$ cat config.mk
export PLATFORM = sky130hd
export DESIGN_NAME = serial_mod_engine
export DESIGN_NICKNAME = d
export VERILOG_FILES = /design/src/rtl/serial_mod_pkg.sv /design/src/rtl/serial_residue.sv /design/src/rtl/serial_mod_engine.sv
export SDC_FILE = /design/constraint.sdc
export NUM_CORES = 1
export LEC_CHECK = 0
export CORE_ASPECT_RATIO = 0.6
export CORE_UTILIZATION = 45
export CTS_CLUSTER_SIZE = 12
export DETAILED_ROUTE_END_ITERATION = 10
export GPL_ROUTABILITY_DRIVEN = 1
export GPL_TIMING_DRIVEN = 0
export PLACE_DENSITY_LB_ADDON = 0.05
export RECOVER_POWER = 50
export SLEW_MARGIN = 20
export SYNTH_ARGS = -nofsm -noshare
export SYNTH_HDL_FRONTEND = slang
export SYNTH_SLANG_ARGS = --single-unit
$ cat constraint.sdc
create_clock -name clk -period 2 [get_ports clk]
set_clock_uncertainty 0.15 [all_clocks]
set_input_delay 0.4 -clock clk [delete_from_list [all_inputs] [get_ports clk]]
set_output_delay 0.4 -clock clk [all_outputs]
set_load 0.05 [all_outputs]
$ cat src/rtl/serial_mod_pkg.sv
// Shared types for the bit-serial modulo engine.
package serial_mod_pkg;

    localparam logic [1:0] ST_IDLE  = 2'd0;
    localparam logic [1:0] ST_SHIFT = 2'd1;
    localparam logic [1:0] ST_DONE  = 2'd2;

    typedef enum logic [1:0] {
        IDLE  = ST_IDLE,
        SHIFT = ST_SHIFT,
        DONE  = ST_DONE
    } state_t;

endpackage

$ cat src/rtl/serial_residue.sv
// Residue register with a single conditional subtract per consumed bit:
// r <= (2r + bit) mod m, valid because r < m on entry.
module serial_residue #(
    parameter int MOD_W = 4
) (
    input  logic             clk,
    input  logic             reset,
    input  logic             clr,
    input  logic             en,
    input  logic             bit_in,
    input  logic [MOD_W-1:0] m,
    output logic [MOD_W-1:0] residue
);
    logic [MOD_W:0]   t;
    logic [MOD_W:0]   diff;
    logic [MOD_W-1:0] residue_d;

    always_comb begin
        t         = {residue, bit_in};
        diff      = t - {1'b0, m};
        residue_d = residue;
        if (clr) begin
            residue_d = '0;
        end else if (en) begin
            residue_d = (t >= {1'b0, m}) ? diff[MOD_W-1:0] : t[MOD_W-1:0];
        end
    end

    always_ff @(posedge clk or posedge reset) begin
        if (reset) begin
            residue <= '0;
        end else begin
            residue <= residue_d;
        end
    end

endmodule

$ cat src/rtl/serial_mod_engine.sv
// Bit-serial data_in mod modulus, MSB first, one bit per clock, with a
// start/busy/done handshake and an err flag for a zero modulus.
module serial_mod_engine
    import serial_mod_pkg::*;
#(
    parameter int WIDTH = 8,
    parameter int MOD_W = 4,
    parameter int CNT_W = $clog2(WIDTH + 1)
) (
    input  logic             clk,
    input  logic             reset,
    input  logic             start,
    input  logic [WIDTH-1:0] data_in,
    input  logic [MOD_W-1:0] modulus,
    output logic             busy,
    output logic             done,
    output logic [MOD_W-1:0] result,
    output logic             err,
    output logic [CNT_W-1:0] bit_cnt
);
    state_t           state_q, state_d;
    logic [WIDTH-1:0] op_q;
    logic [MOD_W-1:0] m_q;
    logic [MOD_W-1:0] result_q;
    logic [MOD_W-1:0] residue;
    logic [CNT_W-1:0] cnt_q;
    logic             err_q;
    logic             accept;
    logic             shift_en;
    logic             last_bit;

    assign accept   = (state_q == IDLE) && start;
    assign shift_en = (state_q == SHIFT);
    assign last_bit = shift_en && (cnt_q == CNT_W'(WIDTH - 1));
    assign bit_cnt  = cnt_q;

    always_ff @(posedge clk or posedge reset) begin
        if (reset) begin
            state_q <= IDLE;
        end else begin
            state_q <= state_d;
        end
    end

    always_comb begin
        state_d = state_q;
        case (state_q)
            IDLE:    if (start) state_d = SHIFT;
            SHIFT:   if (last_bit) state_d = DONE;
            DONE:    state_d = IDLE;
            default: state_d = IDLE;
        endcase
    end

    // In DONE the residue register already holds the final value, so the
    // outputs present it directly; result_q/err_q latch it on leaving DONE.
    always_comb begin
        busy   = (state_q != IDLE);
        done   = (state_q == DONE);
        result = result_q;
        err    = err_q;
        if (state_q == DONE) begin
            result = (m_q == '0) ? '0 : residue;
            err    = (m_q == '0);
        end
    end

    always_ff @(posedge clk or posedge reset) begin
        if (reset) begin
            op_q     <= '0;
            m_q      <= '0;
            cnt_q    <= '0;
            result_q <= '0;
            err_q    <= 1'b0;
        end else begin
            if (accept) begin
                op_q  <= data_in;
                m_q   <= modulus;
                cnt_q <= '0;
            end else if (shift_en) begin
                op_q  <= {op_q[WIDTH-2:0], 1'b0};
                cnt_q <= cnt_q + CNT_W'(1);
            end
            if (state_q == DONE) begin
                result_q <= result;
                err_q    <= err;
            end
        end
    end

    serial_residue #(
        .MOD_W(MOD_W)
    ) u_residue (
        .clk    (clk),
        .reset  (reset),
        .clr    (accept),
        .en     (shift_en),
        .bit_in (op_q[WIDTH-1]),
        .m      (m_q),
        .residue(residue)
    );

endmodule

# == Yosys cells after proc, flatten, opt, wreduce, memory -nomap -nowiden ==
# Index checks and enable logic that the tools add are counted.
# classes
add_sub_neg,2
n_lt_le_gt_ge,1
n_eq_ne,5
n_mux,13
reduce_logical,7
# ops
cell,n
$mux W4,7
$mux W8,2
$ge A5 B4 Y1,1
$add A4 B1 Y4 const B,1
$eq A4 B3 Y1 const B,1
$logic_not A4 Y1,1
$mux W2,2
$pmux W2 S2,1
$reduce_bool A2 Y1,2
$sub A4 B4 Y4,1
$eq A2 B1 Y1 const B,1
$eq A2 B2 Y1 const B,1
$logic_and A1 B1 Y1,2
$logic_not A2 Y1,1
$ne A2 B1 Y1 const B,1
$ne A2 B2 Y1 const B,1
$reduce_and A2 Y1,1
$mux W1,1
# word_totals
ff_bits,27
inputBits,15
output_inout_bits,11
word_cells,35

# == Longest topological paths before layout ==
# Gate-level depths: netlist of run 1.
# depth
word_depth,4
ltp_mapped,7
mapped_depth_nobuf,7

# == Hierarchy ==
# From an unflattened synthesis of run 1, not the netlist that was laid out.
# hier_totals
cells_unflattened,153
hier_area_um2,1435.1
# by_module_without_submodules
module,n_inst,cells_each,area_per_inst_um2,seq_area_each_um2
serial_mod_engine,1,107,1022.2,575.6
serial_residue,1,46,412.9,100.1

# == Worst setup path before layout of run 1 ==
# Ideal clock, no wire load.
# synth_path
kind,register to output
startpoint,register m_q[1]
endpoint,output port err
arrival_ns,1.592
required_ns,1.450
slack_ns,-0.142
stages_incl_launch_ff,4
n_path_buf,0
cell_sequence,dfrtp_1 nor4_1 nor2_1 a21oi_1
# synth_via
elab_chain_cells,2
# synth_rtl
item,line_no,text
from (decl),serial_mod_engine.sv:23,logic [MOD_W-1:0] m_q;
from (signal assigned),serial_mod_engine.sv:78,m_q <= modulus;
$logic_not A4 Y1,serial_mod_engine.sv:64,err = (m_q == '0);
$mux W1,serial_mod_engine.sv:62,if (state_q == DONE) begin
to (decl),serial_mod_engine.sv:18,"output logic err,"
# Every way passes these cells.

# == Final worst setup path of run 1 ==
# layout_path
startpoint,register m_q[1]
endpoint,output port result[2]
# layout_via
elab_chain_cells,3
# layout_rtl
item,line_no,text
$logic_not A4 Y1,serial_mod_engine.sv:63,result = (m_q == '0) ? '0 : residue;
$mux W4,serial_mod_engine.sv:63,
$mux W4,serial_mod_engine.sv:62,
to (decl),serial_mod_engine.sv:17,"output logic [MOD_W-1:0] result,"
# Every way passes these cells.

==> summary.md, run 1 <==
| Metric | Value |
|---|---|
| Post-synth top area cell | dfrtp_1 |
| Synth area leaders | dfrtp_1 51%, nand2_1 7.9%, a22o_1 5.3%, ha_1 4.7%, o21ai_0 4.5% |
| Die area | 3180 µm² |
| Core area | 2650 µm² |
| Global-route wire length before repair | 4960 µm |
| Sw Ratio | 45.5% |
| Startpoint types | flop |
| Setup TNS | -0.265 ns |
| Initial antenna violation count | 0 |
| Worst-path fanout max | 8 |
| Post-Syn Area per Cell | 9.77 µm² |
| Ports | 26 |
| Routed wire per std cell | 13.5 µm |
| Slowest cell on the critical path | dfrtp_2 |
| Pleak | 0.000824 µW |
| Crit-path max cell delay | 0.43 ns |
| Area growth, synth to finish | 33.5% |
| Hold Buf Count CTS | 0 |
| Vias in the first global route | 1031 |
| Grt ovf | 0 |
| Post-DP HPWL | 2040 µm |
| Skew-Pair Late Insertion Delay | 0.27 ns |
| Period utilisation layout | 104% |
| CP Cell Sequence | nor4_4 > nor2_4 > a22o_1 > buf_6 |
| Syn Inst Count | 136 |
| Met1 wire length | 1500 µm |
| Max VDD drop | 0.000789 V |
| Via density | 5.22 |
| Slew @ Worst Pin | 1.01 ns |
| Most numerous cell in the Yosys netlist | nand2_1 |
| Cell Rows | 14 |
| Unrepaired setup endpoints after global routing | true |
| Comb power frac | 59.3% |
| Longest Clk Path Bufs | 2 |
| Hold WS | 0.334 ns |
| Net switching power | 1480 µW |
| Fill cell count | 219 |
| PwrDens | 1830 nW/µm² |
| WL met2 | 1160 µm |
| Drt total wl | 2850 µm |
| Yosys reg bits | 27 |
| Most used DFF post-synth | dfrtp_1 |
| Sequential Area | 677 µm² |
| Total power | 3250 µW |
| Int Pwr | 1770 µW |
| Clock power share | 9.5% |
| Cell Area, Synth | 1330 µm² |
| Slew HR | 32.9% |
| H-tree levels | 1 |
| Via Count | 1101 |
| Met3 WL | 173 µm |
| DRT iter0 DRCs | 51 |
| Failing checks | negative setup slack |
| Multi-input gate area | 647 µm² |
| Final Hold Viols | 0 |
| Die Height | 44.1 µm |
| Final setup violation count | 5 |
| Post-synth top area share | 50.8% |
| Root buf cell | clkbuf_8 |
| HP Class | reg -> reg |
| CTS tree | built |
| Synth unique cells | 29 |
| DIE WIDTH | 72.2 µm |
| Max_cap viols | 0 |
| Largest net degree at the start of global routing | 28 |
| Highest routed metal layer | met4 |
| Synth cell count leaders | 28 x nand2_1, 27 x dfrtp_1, 12 x o21ai_0 |
| Routability Congestion | 0.882 |
| N_diodes | 0 |
| Worst Path Required | 1.45 ns |
| DRC | 0 |
| Max Clk Rate | 0.481 GHz |
| Layout cell share with drive strength beyond 1 | 18.1% |
| Clk sinks | 27 |
| Number of synthesized flops with an enable pin | 0 |
| Antenna Nets Post-Route | 0 |
| Seq/Total Area, Yosys | 50.8% |
| Mapped Nets | 157 |
| Final min period | 2.08 ns |
| Status | complete, but fails checks |
| Critical path arrival | 1.53 ns |
| First-pass DRT Iterations | 4 |
| Worst setup EP type | output port |
| Reg power frac | 31.2% |
| Async SR Flop Fraction | 100% |
| Critical path class | reg -> out |
| Setup slack after layout | -0.0777 ns |
| Initial Utilization | 50.2% |
| Nets | 193 |
| Synthesis Warnings | 0 |
| Reg-to-reg slack, setup | 0.07 ns |
| Fin. max-slew vios | 0 |
| GRT Util Overall | 21.0% |
| CTS buffer count | 3 |
| Port bufs | 25 |
| Clock transition at path regs | 0.09 ns |
cell usage in the layout (no fill, tap or decap), drive strengths merged:
cell type | Yosys | layout
nand2 | 28 | 28
dfrtp | 27 | 27
o21ai | 14 | 14
clkdlybuf4s50 | 0 | 13
buf | 1 | 12
inv | 10 | 10
a22o | 8 | 8
clkbuf | 4 | 8
nand3 | 6 | 6
a22oi | 6 | 6
dlygate4sd2 | 0 | 5
ha | 5 | 5
a21oi | 4 | 4
nor2 | 3 | 3
nor3 | 2 | 2
mux2i | 2 | 2
nand2b | 2 | 2
nor4 | 2 | 2
mux2 | 2 | 2
and2 | 1 | 1
nor2b | 1 | 1
nand4 | 1 | 1
a221o | 1 | 1
nand3b | 1 | 1
xor2 | 1 | 1
or2 | 1 | 1
a211oi | 1 | 1
xnor2 | 1 | 1
fa | 1 | 1
clkinv | 0 | 1
dlygate4sd3 | 0 | 1
area by class of cell:
| class | count | area share [%] |
|---|---|---|
| sequential | 27 | 38.2 |
| buffer | 5 | 1.34 |
| clock buffer | 3 | 2.33 |
| clock inverter | 1 | 0.282 |
| inverter | 10 | 2.12 |
| multi-input combinational | 94 | 36.5 |
| tap | 40 | 2.82 |
| timing repair buffer | 31 | 16.5 |
sequential cells by signal, indices dropped and copies added, names as in the netlist:
signal             count
state_q                2
op_q                   8
err_q                  1
bit_cnt                4
m_q                    4
result_q               4
u_residue.residue      4
worst max-delay path, delay by kind of cell, from the launching register on:
kind | cells | cell delay (ns)
AO/OA/AOI/OAI | 1 | 0.21
AND/OR/NAND/NOR | 2 | 0.45
buffers and inverters | 1 | 0.16
flip-flops | 1 | 0.43
path summary, 6_finish.rpt:
kind	start	to	depth (start not counted)
max	m_q[1]	result[2]	4
min reg2reg	op_q[1]	op_q[1]	2
min	op_q[1]	op_q[1]	2
min in group asynchronous	reset	op_q[6]	2
max in group asynchronous	reset	m_q[1]	2
max reg2reg	m_q[2]	u_residue.residue[0]	7
power groups by stage:
| stage | registers, µW | clock network, µW | logic [µW] |
|---|---|---|---|
| floorplan | 1080 | 0 | 1170 |
| global route | 1040 | 342 | 2130 |
| finish | 1010 | 308 | 1930 |
| detailed placement | 1000 | 0 | 1710 |
| global placement | 985 | 0 | 1660 |
| CTS | 1010 | 316 | 1850 |
routing by layer:
| layer | track usage, % | up-vias |
|---|---|---|
| met5 | 0 | - |
| met4 | 4.71 | 0 |
| met3 | 5.47 | 4 |
| met2 | 31.6 | 34 |
| met1 | 30.9 | 516 |
| li1 | - | 547 |
cell families after synthesis:
family	after synthesis	synth area share (%)
simple gates	48	16.1
compound gates	34	18.0
flops	27	50.8
buf+inv	15	4.33
fa+ha+maj	6	6.21
mux	4	3.20
xor+xnor	2	1.32
repair_timing:
action	CTS	global route
buffers inserted	3	3
pin swaps	2	4
setup endpoints to repair	13	10
gates resized for setup	54	7
stage by stage:
stage | cell area [µm²] | util (%) | instances | worst slack [ns]
finish | 1770 | 67.1 | 211 | -0.0777
global route | 1770 | 67.1 | 211 | -0.166
CTS | 1740 | 65.8 | 208 | -0.0758
detailed placement | 1630 | 61.7 | 201 | -0.636
global placement | 1630 | 61.7 | 201 | -0.596
floorplan | 1330 | - | 136 | 0.00379
No activity file was read; power rests on OpenSTA's default activity.
==> inputs of run 2 (changes only) <==
- SKIP_CTS_REPAIR_TIMING: default -> 1
==> summary.md, run 2 (synthesis results as in run 1) <==
| Metric | Value |
|---|---|
| Routability Congestion | 0.882 |
| Worst r2r src | m_q[2] |
| N_diodes | 0 |
| Skew-Pair Late Insertion Delay | 0.27 ns |
| Max Clk Rate | 0.474 GHz |
| Startpoint types | flop |
| Slew @ Worst Pin | 1.02 ns |
| Clock transition at path regs | 0.09 ns |
| Sw Ratio | 45.3% |
| Slew HR | 32.2% |
| Clk sinks | 27 |
| Placed cell area | 1630 µm² |
| Reg2reg end | u_residue.residue[0] |
| Port bufs | 25 |
| H-tree levels | 1 |
| Critical path arrival | 1.56 ns |
| Root buf cell | clkbuf_8 |
| Worst-path fanout max | 9 |
| Longest Clk Path Bufs | 2 |
| Clock power share | 9.7% |
| Int Pwr | 1740 µW |
| Unrepaired setup endpoints after global routing | true |
| Reg power frac | 31.9% |
| Via density | 5.21 |
| Area growth, synth to finish | 32.6% |
| Commonest non-fill, non-tap cell in the layout | nand2_1 |
| Vias in the first global route | 1027 |
| Largest net degree at the start of global routing | 28 |
| CTS tree | built |
| Layout cell share with drive strength beyond 1 | 16.7% |
| Max_cap viols | 0 |
| Grt ovf | 0 |
| Initial Utilization | 50.2% |
| Ports | 26 |
| CTS buffer count | 3 |
| Final setup violation count | 5 |
| Net switching power | 1450 µW |
| Hold path depth | 2 |
| Setup slack after layout | -0.112 ns |
| Failing checks | negative setup slack |
| Drt total wl | 2820 µm |
| Worst setup EP type | output port |
| Period utilisation layout | 106% |
| Routed wire per std cell | 13.6 µm |
| Hold_sp | op_q[1] |
| Die Height | 44.1 µm |
| HP Class | reg -> reg |
| Worst Path Required | 1.45 ns |
| R2R depth | 7 |
| DRT iter0 DRCs | 58 |
| Comb power frac | 58.5% |
| Core area | 2650 µm² |
| Fin. max-slew vios | 0 |
| Design area | 1760 µm² |
| Crit-path max cell delay | 0.41 ns |
| DIE WIDTH | 72.2 µm |
| Status | complete, but fails checks |
| Nets | 190 |
| Setup TNS | -0.335 ns |
| Die area | 3180 µm² |
| GRT Util Overall | 20.4% |
| Antenna Nets Post-Route | 0 |
| Reg-to-reg slack, setup | 0.06 ns |
| Initial antenna violation count | 0 |
| Largest delay share family, worst path | simple AND/OR/NAND/NOR gates |
| Post-DP HPWL | 2040 µm |
| Commonest cells after routing, fill and taps aside | 28 x nand2_1, 26 x dfrtp_1, 13 x clkdlybuf4s50_1, 11 x o21ai_0, 9 x inv_1 |
| Hold worst-path end | op_q[1] |
| Max VDD drop | 0.000874 V |
| PwrDens | 1810 nW/µm² |
| Buf/Inv on CP | 1 |
| CP Cell Sequence | nor4_4 > nor2_4 > a22o_1 > buf_2 |
| Via Count | 1084 |
| Fill cell count | 220 |
| Final min period | 2.11 ns |
| DRC | 0 |
| Slowest cell on the critical path | dfrtp_1 |
| Critical path class | reg -> out |
| Cell Rows | 14 |
| Levels on crit path | 4 |
| Max FFs per register | 8 |
| Pleak | 0.000859 µW |
| First-pass DRT Iterations | 4 |
| Top reg by flops | op_q |
| Final Hold Viols | 0 |
| Global-route wire length before repair | 4810 µm |
==> run 2: layout make-up <==
cell class	count	area, µm²	share of cell area, %
Inverter	10	37.5	2.13
Sequential cell	27	677	38.4
Timing Repair Buffer	28	283	16.1
Clock inverter	1	5.00	0.284
Clock buffer	3	41.3	2.34
Tap cell	40	50.0	2.84
Buffer	5	23.8	1.35
Multi-Input combinational cell	94	644	36.6
==> run 2: metal layers <==
layer / wire length (µm) / GRT usage (%) / vias up / part of all wire, %
li1: - / - / 541 / -
met1: 1410 / 30.0 / 512 / 50
met2: 1240 / 30.5 / 27 / 44
met3: 149 / 5.47 / 4 / 5.3
met4: 19 / 4.71 / 0 / 0.67
met5: 0 / 0 / - / 0
==> run 2: metrics by stage <==
step / total power [µW] / setup slack [ns] / cells / hold WS, ns / utilization, %
6_report: 3190 / -0.112 / 208 / 0.334 / 66.6
5_1_grt: 3460 / -0.189 / 208 / 0.386 / 66.6
4_1_cts: 3030 / -0.957 / 205 / 0.335 / 63.5
3_5_place_dp: 2710 / -0.636 / 201 / 0.313 / 61.7
3_3_place_gp: 2640 / -0.596 / 201 / 0.308 / 61.7
2_1_floorplan: 2250 / 0.00379 / 136 / 0.297 / -
==> run 2: worst max path at each step <==
stage	startpoint	slack [ns]	to
detailed placement	state_q[0]	-0.64	result[3]
global route	m_q[0]	-0.19	result[3]
finish	m_q[0]	-0.11	result[3]
CTS	state_q[0]	-0.96	result[3]
floorplan	state_q[0]	0.004	result[0]
global placement	state_q[0]	-0.60	result[2]
==> run 2: worst min-delay path: stages (launching register included) <==
cell,delay (ns)
dfrtp_1,0.35
nand2_1,0.05
nand2_1,0.06
==> run 2: power groups by stage <==
stage / combinational [µW] / clock [µW] / sequential [µW]
final: 1860 / 308 / 1020
after global routing: 2060 / 340 / 1050
after CTS: 1720 / 316 / 989
after detailed placement: 1710 / 0 / 1000
after global placement: 1660 / 0 / 985
after floorplan: 1170 / 0 / 1080
